--- config.mk ---
export PLATFORM = sky130hd
export DESIGN_NAME = maze_grid_renderer
export DESIGN_NICKNAME = d
export VERILOG_FILES = /design/src/rtl/maze_grid_pkg.sv /design/src/rtl/maze_grid_renderer_link_rx_sync.sv /design/src/rtl/maze_grid_renderer.sv
export SDC_FILE = /design/constraint.sdc
export NUM_CORES = 1
export LEC_CHECK = 0
export CAP_MARGIN = 20
export CORE_ASPECT_RATIO = 1.2
export CORE_MARGIN = 5
export CORE_UTILIZATION = 54
export CTS_BUF_LIST = sky130_fd_sc_hd__clkbuf_8
export CTS_CLUSTER_SIZE = 12
export DETAILED_ROUTE_END_ITERATION = 16
export PLACE_DENSITY = 0.79
export SETUP_SLACK_MARGIN = 0.2
export SYNTH_ARGS = -nofsm -noshare
export SYNTH_HDL_FRONTEND = slang
export SYNTH_HIERARCHICAL = 1
export SYNTH_SLANG_ARGS = --single-unit
export TNS_END_PERCENT = 30
--- constraint.sdc ---
create_clock -name CLOCK -period 2.6 [get_ports CLOCK]
set_input_delay 0.26 -clock CLOCK [delete_from_list [all_inputs] [get_ports CLOCK]]
set_output_delay 0.26 -clock CLOCK [all_outputs]
set_load 0.05 [all_outputs]
--- src/rtl/maze_grid_pkg.sv ---
// Shared constants, link FSM encoding and tile palette for the maze grid renderer.
// Latency: n/a (types and combinational helper only).
// Backpressure: n/a.
package maze_grid_pkg;

  localparam int GRID_COLS  = 4;
  localparam int GRID_ROWS  = 5;
  localparam int TILE_SHIFT = 6;
  localparam int ROW_W      = 3;
  localparam int COL_W      = 2;
  localparam int TILE_W     = 3;
  localparam int FRAME_W    = ROW_W + COL_W + TILE_W;

  // RGB 3-3-2 colours
  localparam logic [7:0] BORDER_COLOR = 8'b000_000_00;
  localparam logic [7:0] LINE_COLOR   = 8'b000_000_11;

  // Tile states as sent by the Arduino
  localparam logic [TILE_W-1:0] TILE_UNEXPLORED = 3'd0;
  localparam logic [TILE_W-1:0] TILE_VISITED    = 3'd1;
  localparam logic [TILE_W-1:0] TILE_ROBOT      = 3'd2;
  localparam logic [TILE_W-1:0] TILE_WALL       = 3'd3;
  localparam logic [TILE_W-1:0] TILE_TREASURE   = 3'd4;
  localparam logic [TILE_W-1:0] TILE_5          = 3'd5;
  localparam logic [TILE_W-1:0] TILE_6          = 3'd6;

  typedef enum logic [1:0] {
    IDLE   = 2'd0,
    SHIFT  = 2'd1,
    COMMIT = 2'd2
  } link_state_t;

  // Synchronised view of one link wire
  typedef struct packed {
    logic level;
    logic rise;
    logic fall;
  } sync_t;

  // Tile state to display colour
  function automatic logic [7:0] tile_palette(input logic [TILE_W-1:0] tile);
    logic [7:0] color;
    case (tile)
      TILE_UNEXPLORED: color = 8'b100_100_10; // grey
      TILE_VISITED:    color = 8'b111_111_11; // white
      TILE_ROBOT:      color = 8'b111_000_00; // red
      TILE_WALL:       color = 8'b000_000_11; // blue
      TILE_TREASURE:   color = 8'b111_111_00; // yellow
      TILE_5:          color = 8'b000_111_00; // green
      TILE_6:          color = 8'b111_000_11; // magenta
      default:         color = 8'b000_111_11; // cyan
    endcase
    return color;
  endfunction

endpackage

--- src/rtl/maze_grid_renderer_link_rx_sync.sv ---
// Brings one asynchronous link wire into the CLOCK domain and flags its edges.
// Latency: 2 cycles to level, edge pulse in the cycle the synchronised level changes.
// Backpressure: none; the sender must hold each level for at least 3 cycles.
import maze_grid_pkg::*;

module link_rx_sync #(
  parameter logic RST_VAL = 1'b0
) (
  input  logic  CLOCK,
  input  logic  RESET,
  input  logic  din,
  output sync_t sync
);

  logic meta_q;
  logic stable_q;
  logic prev_q;

  // Two-flop synchroniser followed by a history flop for edge detection
  always_ff @(posedge CLOCK or posedge RESET) begin
    if (RESET) begin
      meta_q   <= RST_VAL;
      stable_q <= RST_VAL;
      prev_q   <= RST_VAL;
    end else begin
      meta_q   <= din;
      stable_q <= meta_q;
      prev_q   <= stable_q;
    end
  end

  assign sync.level = stable_q;
  assign sync.rise  = stable_q & ~prev_q;
  assign sync.fall  = ~stable_q & prev_q;

endmodule

--- src/rtl/maze_grid_renderer.sv ---
// Maze tile renderer: serial-link tile writes, pixel coordinate to tile colour (GRID_LINES_EN adds grid lines).
// Latency: PIXEL_COLOR is registered, 1 cycle after PIXEL_X/PIXEL_Y; a tile write commits 4 cycles after CS_N rises.
// Backpressure: none; pixels stream every cycle and malformed link frames are dropped with a FRAME_ERR pulse.
import maze_grid_pkg::*;

module maze_grid_renderer (
  input  logic               CLOCK,
  input  logic               RESET,
  input  logic [9:0]         PIXEL_X,
  input  logic [9:0]         PIXEL_Y,
  output logic [7:0]         PIXEL_COLOR,
  input  logic               LINK_CLK,
  input  logic               LINK_DATA,
  input  logic               LINK_CS_N,
  output logic               FRAME_DONE,
  output logic               FRAME_ERR,
  output logic [FRAME_W-1:0] LAST_FRAME
);

  sync_t clk_s;
  sync_t dat_s;
  sync_t cs_s;

  link_rx_sync #(.RST_VAL(1'b0)) u_clk_sync (.CLOCK(CLOCK), .RESET(RESET), .din(LINK_CLK),  .sync(clk_s));
  link_rx_sync #(.RST_VAL(1'b0)) u_dat_sync (.CLOCK(CLOCK), .RESET(RESET), .din(LINK_DATA), .sync(dat_s));
  link_rx_sync #(.RST_VAL(1'b1)) u_cs_sync  (.CLOCK(CLOCK), .RESET(RESET), .din(LINK_CS_N), .sync(cs_s));

  link_state_t state_q, state_nxt;
  logic [FRAME_W-1:0] shift_q;
  logic [3:0]         bit_cnt_q;
  logic [TILE_W-1:0]  tile_mem [GRID_ROWS][GRID_COLS];

  logic [ROW_W-1:0]  frm_row;
  logic [COL_W-1:0]  frm_col;
  logic [TILE_W-1:0] frm_tile;
  logic              frame_ok;
  logic              do_clear, do_shift, do_err, do_commit;

  assign frm_row  = shift_q[FRAME_W-1 -: ROW_W];
  assign frm_col  = shift_q[TILE_W +: COL_W];
  assign frm_tile = shift_q[TILE_W-1:0];
  // A 9 in the counter means more than FRAME_W bits arrived
  assign frame_ok = (bit_cnt_q == 4'd8) &&
                    (4'(frm_row) < 4'(GRID_ROWS)) &&
                    (4'(frm_col) < 4'(GRID_COLS));

  // Link FSM state register
  always_ff @(posedge CLOCK or posedge RESET) begin
    if (RESET) state_q <= IDLE;
    else       state_q <= state_nxt;
  end

  // Link FSM next state; CS_N rise wins over a coincident LINK_CLK rise
  always_comb begin
    state_nxt = state_q;
    do_clear  = 1'b0;
    do_shift  = 1'b0;
    do_err    = 1'b0;
    do_commit = 1'b0;
    case (state_q)
      IDLE: begin
        if (cs_s.fall) begin
          state_nxt = SHIFT;
          do_clear  = 1'b1;
        end
      end
      SHIFT: begin
        if (cs_s.rise) begin
          if (frame_ok) begin
            state_nxt = COMMIT;
          end else begin
            state_nxt = IDLE;
            do_err    = 1'b1;
          end
        end else if (clk_s.rise) begin
          do_shift = 1'b1;
        end
      end
      COMMIT: begin
        do_commit = 1'b1;
        state_nxt = IDLE;
      end
      default: state_nxt = IDLE;
    endcase
  end

  // Frame shifter, tile memory and status pulses
  always_ff @(posedge CLOCK or posedge RESET) begin
    if (RESET) begin
      shift_q    <= '0;
      bit_cnt_q  <= '0;
      LAST_FRAME <= '0;
      FRAME_DONE <= 1'b0;
      FRAME_ERR  <= 1'b0;
      for (int r = 0; r < GRID_ROWS; r++)
        for (int c = 0; c < GRID_COLS; c++)
          tile_mem[r][c] <= TILE_UNEXPLORED;
    end else begin
      FRAME_DONE <= do_commit;
      FRAME_ERR  <= do_err;
      if (do_clear) begin
        shift_q   <= '0;
        bit_cnt_q <= '0;
      end else if (do_shift) begin
        shift_q   <= {shift_q[FRAME_W-2:0], dat_s.level};
        bit_cnt_q <= (bit_cnt_q == 4'd9) ? 4'd9 : bit_cnt_q + 4'd1;
      end
      if (do_commit) begin
        tile_mem[frm_row][frm_col] <= frm_tile;
        LAST_FRAME                 <= shift_q;
      end
    end
  end

  logic [3:0] px_col;
  logic [3:0] px_row;
  logic       in_grid;
  logic [7:0] pix_color;

  assign px_col  = PIXEL_X[9:TILE_SHIFT];
  assign px_row  = PIXEL_Y[9:TILE_SHIFT];
  assign in_grid = (px_col < 4'(GRID_COLS)) && (px_row < 4'(GRID_ROWS));

  // Pixel colour lookup; reads the memory before any same-cycle commit lands
  always_comb begin
    pix_color = BORDER_COLOR;
    if (in_grid) begin
      pix_color = tile_palette(tile_mem[px_row[ROW_W-1:0]][px_col[COL_W-1:0]]);
`ifdef GRID_LINES_EN
      if ((PIXEL_X[TILE_SHIFT-1:0] == '0) || (PIXEL_Y[TILE_SHIFT-1:0] == '0))
        pix_color = LINE_COLOR;
`endif
    end
  end

  // Output colour register
  always_ff @(posedge CLOCK or posedge RESET) begin
    if (RESET) PIXEL_COLOR <= BORDER_COLOR;
    else       PIXEL_COLOR <= pix_color;
  end

endmodule
==> impl_results.md <==
- Result of the run: complete, no violations
- Starting density of the core: 0.557
- Kind of critical path: input port to flip-flop
- Final RePlAce weighted congestion: 0.844
- Setup violations, final: 0
- Post-layout min period: 2.08 ns
- Dpl hpwl: 6.17 mm
- Count of synthesis-stage warnings from yosys: 6
- Max Freq: 481 MHz
- Worst hold slack: 0.162 ns
- Placed instance area: 4990 um^2
- Height of the die: 110 um
- Highest metal layer with signal wires: met4
- Worst R2R Setup Slack: 0.61 ns
- Final design instance area without fill: 5180 um^2
- Worst Max-Slew Pin Slew: 0.786 ns
- Post-place setup slack: 0.163 ns
- DRC viols: 0
- Cell leakage power: 2.49 nW
- Commonest non-fill, non-tap cell in the layout: dfrtp_1
- Global-route congestion overflow total: 0
- CTS Buffer Depth: 2
- Core Util, Final: 0.636
- Net count reported at finish: 457
- I/O pin cnt: 43
- TritonCTS clock tree: yes
- CP Max Fanout: 14
- Fill cell count: 642
- H-Tree Depth: 3
- Standard-cell row count: 36
- Number of clock sinks: 98
- Worst clock skew on the final layout: 0.00928 ns
- Global routing usage summed across all routing layers: 0.190
- Mapped Avg Cell Area: 11.3 um^2
- Inst Count DP: 535
- Power Density: 558 nW/um^2
- Count of input and output buffers: 30
- Final worst slack: 0.523 ns
- Post-CTS setup buffers: 0
- First element of the critical path: PIXEL_Y[6]
- TritonCTS buffer count: 9
- CP Capture Type: flip-flop
- Core Area: 8150 um^2
- Layout cell share with drive strength beyond 1: 0.108
- Number of global-route vias before repair: 3190
- Synth-to-Final Area Change: 14.1%
- Met2 WL: 4.44 mm
- Normalized max-slew margin: 0.476
- Highest-count cells in the layout ignoring fill and taps: dfrtp_1, mux2_1, nand2_1
- Count of cells resized by post-cts repair: 0
- Count of pins over their slew limit: 0
- Setup TNS: 0 ns
- Worst endpoint data arrival time: 2.35 ns
- Number of antenna violations at the first check in global routing: 0
- IR Drop Worst-Case VDD: 0.000433 V
- Part of the cycle the worst path needs: 0.799
- Reported max-cap violation count: 0
- Netlist Area Pre-Place: 4540 um^2
- CP Launch Type: input port
- Routed via count divided by cell count: 5.51
- Post-synth net total: 427
- Worst hold path class: input port to asynchronous set/reset pin
- Hold Vio Cnt, Final: 0
- Reg-to-Reg Start: state_q[0]
- Total chip power: 2.89 mW
- Later-pin clock latency in the skew report: 0.38 ns
- Average wire length per cell after detail routing: 16.5 um
- Number of antenna-violating nets in the routed design: 0
- Maximum number of pins on one net before global-route repair: 91
- RSZ-0062 raised after global routing: no
- WL met1: 4.06 mm
- Routed via count: 3037
- First-pass iteration count of the detailed router: 4
- Wire length of the first global-routing pass: 15.5 mm
- Die ar.: 10400 um^2
- Number of diodes: 0
- Worst path required time: 2.87 ns
- Worst-path clk slew: 0.10 ns
- Non-filler instance count after layout: 551
- Detailed Route Iter0 Violations: 218
- WL met3: 367 um
- Hold-fix buffers at CTS: 0
- Buffer type at the clock tree root: clkbuf_8
- Routed wire length: 9.07 mm
- Number of instances in the synthesized netlist: 402
- Die W: 93.7 um
per-layer routing:
layer / global-route usage / vias to the layer above
met5: 0 / -
met4: 0.0848 / 0
met3: 0.0361 / 14
met2: 0.299 / 58
met1: 0.254 / 1495
li1: - / 1470
flip-flops by register name, summed over array words and instances, names as in the netlist, 2 cells and up:
| name | count |
|---|---|
| LAST_FRAME | 8 |
| PIXEL_COLOR | 6 |
| bit_cnt_q | 4 |
| shift_q | 8 |
| state_q | 2 |
| tile_mem | 60 |
worst max-delay path: stages:
cell and delay (ns):
clkdlybuf4s50_1 0.64, buf_4 0.26, nor2_1 0.06, o22ai_1 0.22
o2111ai_1 0.19, a32oi_2 0.36, o21ai_0 0.18, nor3b_1 0.17
final timing paths:
path                                  endpoint  cells past startpoint
max                             PIXEL_COLOR[1]                      8
min reg2reg                 u_cs_sync/stable_q                      0
max in group asynchronous         tile_mem[50]                      3
max reg2reg                       tile_mem[13]                      6
min                        u_dat_sync/stable_q                      2
min in group CLOCK            u_cs_sync/meta_q                      1
layout make-up:
class                   count  area (um^2)  area share
multi-input cells         266         1900       0.367
repair buffers             47          453      0.0874
clock buffers              11          151      0.0292
flip-flops and latches     98         2460       0.474
clock inverters             5         38.8     0.00748
inverters                  10         41.3     0.00797
well taps                 114          143      0.0275
power breakdown:
part           total, mW  leakage, nW  internal, mW  switching, mW
Combinational      0.279         1.06         0.120          0.159
Clock              0.931       0.0955         0.403          0.529
Sequential          1.68         1.34          1.57          0.114
Total               2.89         2.49          2.09          0.802
Note: power is estimated with default switching activity, not from simulation.
==> variant 1: new RTL, config.mk and constraints unchanged <==
Compare `bit_cnt_q` against `4'd8` with >= in place of ==.
--- a/src/rtl/maze_grid_renderer.sv
+++ b/src/rtl/maze_grid_renderer.sv
@@ -40,7 +40,7 @@
   assign frm_col  = shift_q[TILE_W +: COL_W];
   assign frm_tile = shift_q[TILE_W-1:0];
   // A 9 in the counter means more than FRAME_W bits arrived
-  assign frame_ok = (bit_cnt_q == 4'd8) &&
+  assign frame_ok = (bit_cnt_q >= 4'd8) &&
                     (4'(frm_row) < 4'(GRID_ROWS)) &&
                     (4'(frm_col) < 4'(GRID_COLS));
 
Formal check against the unedited RTL: same outputs for any inputs over 10 cycles, from zero or initial values and one cycle with RESET high; that may be too few to reach the edited logic, so the function may still have changed.
==> variant 1 against the original RTL <==
Worst setup slack better by 0.015 ns; critical path depth unchanged; area after synthesis down 0.17%; wire length up 3.3%; sequential cell count unchanged; hold slack better by 0.012 ns; clock skew up 0.0016 ns; power down 0.30%; first-iteration DRC count down 19%; design area down 1.0%; register-to-register slack worse by 0.06 ns; critical endpoint is now PIXEL_COLOR[6]$_DFF_PP0_; highest routed layer unchanged.
==> variant 1: results (changes against the original RTL) <==
| Metric | Value |
|---|---|
| Outcome | complete, no violations |
| Dpl hpwl | 6230 um (+0.87%) |
| Setup Buffers After CTS | 0 (unchanged) |
| Drt pass-1 iters | 5 (+1) |
| RR Startpoint | state_q[0]$_DFFE_PP0P_ |
| CP Max Fanout | 40 (+26) |
| Insertion delay to the later sink of the worst-skew pair | 0.37 ns |
| Worst path max stage delay | 0.45 ns (-0.19 ns) |
| TNS Setup | 0 ns (unchanged) |
| Area after DPL | 4950 um2 (-0.85%) |
| Vias in the first global route | 3,284 (+2.9%) |
| Worst Max-Slew Pin Slew | 0.827 ns (+0.0413 ns) |
| Path type of the worst min-delay path | input port to async pin |
| DRT iter0 DRCs | 177 (-19%) |
| CTS Hold Buffers Added | 0 (unchanged) |
| GRT Overall Usage | 20.2% (+1.2 points) |
| Via density | 5.79 (+5.0%) |
| Critical-path top delay cell | clkdlybuf4s50_1 |
| # diodes | 0 (unchanged) |
| Setup crit start | PIXEL_Y[6] |
| Area occupied by multi-input gates | 1870 um2 (-1.5%) |
| Pint | 0.00211 W (+1.1%) |
| Drt total wl | 9370 um (+3.3%) |
| Max Clock Skew | 0.0109 ns (+0.00163 ns) |
| Max Buffers Root-to-Sink | 2 (unchanged) |
| First-pass GRT wire length | 16,000 um (+3.4%) |
| Routability-driven placement congestion ratio | 0.914 (+8.4%) |
| # fillers | 644 (+0.31%) |
| Largest registers | tile_mem (60), LAST_FRAME (8), shift_q (8) |
| Peak VDD IR | 0.424 mV (-2.0%) |
| Largest net degree at the start of global routing | 44 (-52%) |
| Syn nets | 431 (+0.94%) |
| Share of post-route cells with drive strength above 1 | 19.5% (+8.7 points) |
| Static Leakage | 2.43 nW (-2.3%) |
| # resized after CTS | 0 (unchanged) |
| Final nets | 456 (-0.22%) |
| H-tree levels | 3 (unchanged) |
[variant 1: path summary, 6_finish.rpt]
kind	end	slack [ns]	cells past startpoint
worst min-delay path	u_dat_sync/stable_q$_DFF_PP0_	0.17	2
max in group asynchronous	PIXEL_COLOR[0]$_DFF_PP0_	1.49	3
worst max register to register	tile_mem[13]$_DFFE_PP0P_	0.55	6
min in group CLOCK	u_cs_sync/meta_q$_DFF_PP1_	0.30	1
worst min register to register	u_dat_sync/stable_q$_DFF_PP0_	0.34	0
worst max-delay path	PIXEL_COLOR[6]$_DFF_PP0_	0.54	8
[variant 1: routing by layer]
layer / share of wire, % / routed length (um) / track usage, % / up-vias
li1: - / - / - / 1476
met1: 44 / 4130 / 26.4 / 1618
met2: 49 / 4610 / 32.9 / 70
met3: 4.5 / 426 / 5.09 / 20
met4: 2.2 / 208 / 7.53 / 0
met5: 0 / 0 / 0 / -
[variant 1: metrics by stage]
stage / instances / utilization [%] / setup slack [ns] / hold WS [ns] / power (W)
floorplan: 406 / - / 0.907 / 0.00118 / 0.00188
detailed placement: 534 / 60.7 / 0.200 / 0.336 / 0.00199
finish: 550 / 62.9 / 0.537 / 0.174 / 0.00288
global placement: 534 / 60.7 / 0.230 / 0.337 / 0.00198
global route: 550 / 62.9 / 0.405 / 0.167 / 0.00303
CTS: 550 / 62.9 / 0.551 / 0.163 / 0.00291
[variant 1: area by class of cell]
class / instances / area share (%)
clock buffers: 9 / 2.41
multi-input cells: 267 / 36.5
clock inverters: 7 / 1.07
inverters: 13 / 1.02
well taps: 114 / 2.78
repair buffers: 42 / 8.34
flip-flops and latches: 98 / 47.9
[variant 1: power groups by stage]
stage / Sequential (W) / Combinational (W) / Clock [W]
global placement: 0.00171 / 0.000274 / 0
global route: 0.00170 / 0.000311 / 0.00102
CTS: 0.00168 / 0.000283 / 0.000945
finish: 0.00168 / 0.000280 / 0.000920
floorplan: 0.00165 / 0.000231 / 0
detailed placement: 0.00171 / 0.000281 / 0
==> variant 2: new RTL, config.mk and constraints unchanged <==
Made on the original files. The option `GRID_LINES_EN` is turned on by a define.
--- a/src/rtl/maze_grid_renderer.sv
+++ b/src/rtl/maze_grid_renderer.sv
@@ -1,6 +1,8 @@
 // Maze tile renderer: serial-link tile writes, pixel coordinate to tile colour (GRID_LINES_EN adds grid lines).
 // Latency: PIXEL_COLOR is registered, 1 cycle after PIXEL_X/PIXEL_Y; a tile write commits 4 cycles after CS_N rises.
 // Backpressure: none; pixels stream every cycle and malformed link frames are dropped with a FRAME_ERR pulse.
+`define GRID_LINES_EN
+
 import maze_grid_pkg::*;
 
 module maze_grid_renderer (
Function: changed (Yosys sat finds a counterexample within 4 cycles, from zero or initial values and one cycle with RESET high).
==> variant 2 against the original RTL <==
Worst setup slack lost 0.12 ns; design area grew 2.5%; wire length grew 11%; hold slack gained 0.0046 ns; sequential cell count is the same; area after synthesis grew 0.80%; power grew 2.7%; register-to-register slack lost 0.21 ns; critical path type is now flop to flop; largest cell class unchanged.
==> variant 2: results (changes against the original RTL) <==
| Metric | Value |
|---|---|
| Met1 usage | 27.2% (+1.8 points) |
| Outcome | complete, no violations |
| # fillers | 662 (+3.1%) |
| Routability-driven placement congestion ratio | 0.915 (+8.5%) |
| Met3 wire len | 409 um (+11%) |
| Final nets | 471 (+3.1%) |
| GRT Overall Usage | 20.6% (+1.6 points) |
| Dpl hpwl | 6940 um (+12%) |
| FF-to-FF setup slack | 0.40 ns (-0.21 ns) |
| Inverters | 15 (+5) |
| Share of post-route cells with drive strength above 1 | 21.5% (+11 points) |
| WL/cell | 17.8 um (+7.9%) |
| Critical path arrival | 2.46 ns (+0.11 ns) |
| Routed vias | 3,223 (+6.1%) |
| Layout clock buffer count | 9 (-2) |
| CP Max Fanout | 13 (-1) |
| End of the critical path | tile_mem[14]$_DFFE_PP0P_ |
| Sequential cell area share | 46.2% (-1.2 points) |
| Final clock-cell share | 3.79% (+0.12 points) |
| Wl on met1 | 4240 um (+4.3%) |
| Ys Warns | 6 (unchanged) |
| Crit path kind | flop to flop |
| Static Leakage | 2.45 nW (-1.6%) |
| Bufs w/o clock | 53 (+13%) |
| Place WS | 0.0999 ns (-0.0633 ns) |
| Syn nets | 436 (+2.1%) |
| Met2 Wirelength | 5110 um (+15%) |
| Max Clock Skew | 0.00507 ns (-0.00421 ns) |
| First-pass GRT wire length | 16,900 um (+9.0%) |
| Multi-input gates | 269 (+1.1%) |
| Grt met3 use | 2.99% (-0.62 points) |
| Final period util | 84.6% (+4.7 points) |
| Seq cells | 98 (unchanged) |
| Peak VDD IR | 0.387 mV (-11%) |
| Switching Power | 0.000818 W (+2.0%) |
| Non-clock buffer share | 10.4% (+1.7 points) |
| Vias in the first global route | 3,356 (+5.2%) |
| Path type of the worst min-delay path | input port to async pin |
## variant 2: cell count changes in the layout (fill, tap and decap cells not counted), sizes merged, moves of 6 or more
cell,unedited run,this run
o21ai,4,11
clkdlybuf4s50,30,42
a22o,0,9
buf,17,11
mux2i,18,8
nor2,31,21
a21oi,14,20
inv,9,17
## variant 2: stage by stage
stage / cell area (um2) / std cells / util (%)
detailed placement: 5110 / 549 / 62.4
CTS: 5310 / 565 / 64.8
global placement: 5110 / 549 / 62.4
finish: 5310 / 565 / 64.8
global route: 5310 / 565 / 64.8
floorplan: 4580 / 411 / -
## variant 2: worst max-delay path, cell delays in order, from the launching register on
cell      delay (ns)
dfrtp_1         0.44
nand2b_1        0.42
clkinv_1        0.17
and3_1          0.33
inv_1           0.07
nor2_1          0.27
mux2_2          0.38
## variant 2: worst min-delay path by stage
stage	depth (start not counted)	start	endpoint	slack, ns
2_1_floorplan	1	RESET	u_dat_sync/meta_q$_DFF_PP0_	0.001
4_1_cts	2	RESET	u_dat_sync/stable_q$_DFF_PP0_	0.17
3_3_place_gp	0	u_dat_sync/meta_q$_DFF_PP0_	u_dat_sync/stable_q$_DFF_PP0_	0.34
6_report	2	RESET	u_dat_sync/stable_q$_DFF_PP0_	0.17
3_5_place_dp	0	u_clk_sync/meta_q$_DFF_PP0_	u_clk_sync/stable_q$_DFF_PP0_	0.34
5_1_grt	2	RESET	u_dat_sync/stable_q$_DFF_PP0_	0.16
## variant 2: power groups by stage
stage          registers, W  clock network (W)  logic (W)
2_1_floorplan       0.00164                  0   0.000227
3_3_place_gp        0.00170                  0   0.000281
3_5_place_dp        0.00170                  0   0.000289
4_1_cts             0.00167            0.00102   0.000291
5_1_grt             0.00169            0.00110   0.000317
6_report            0.00168            0.00101   0.000289
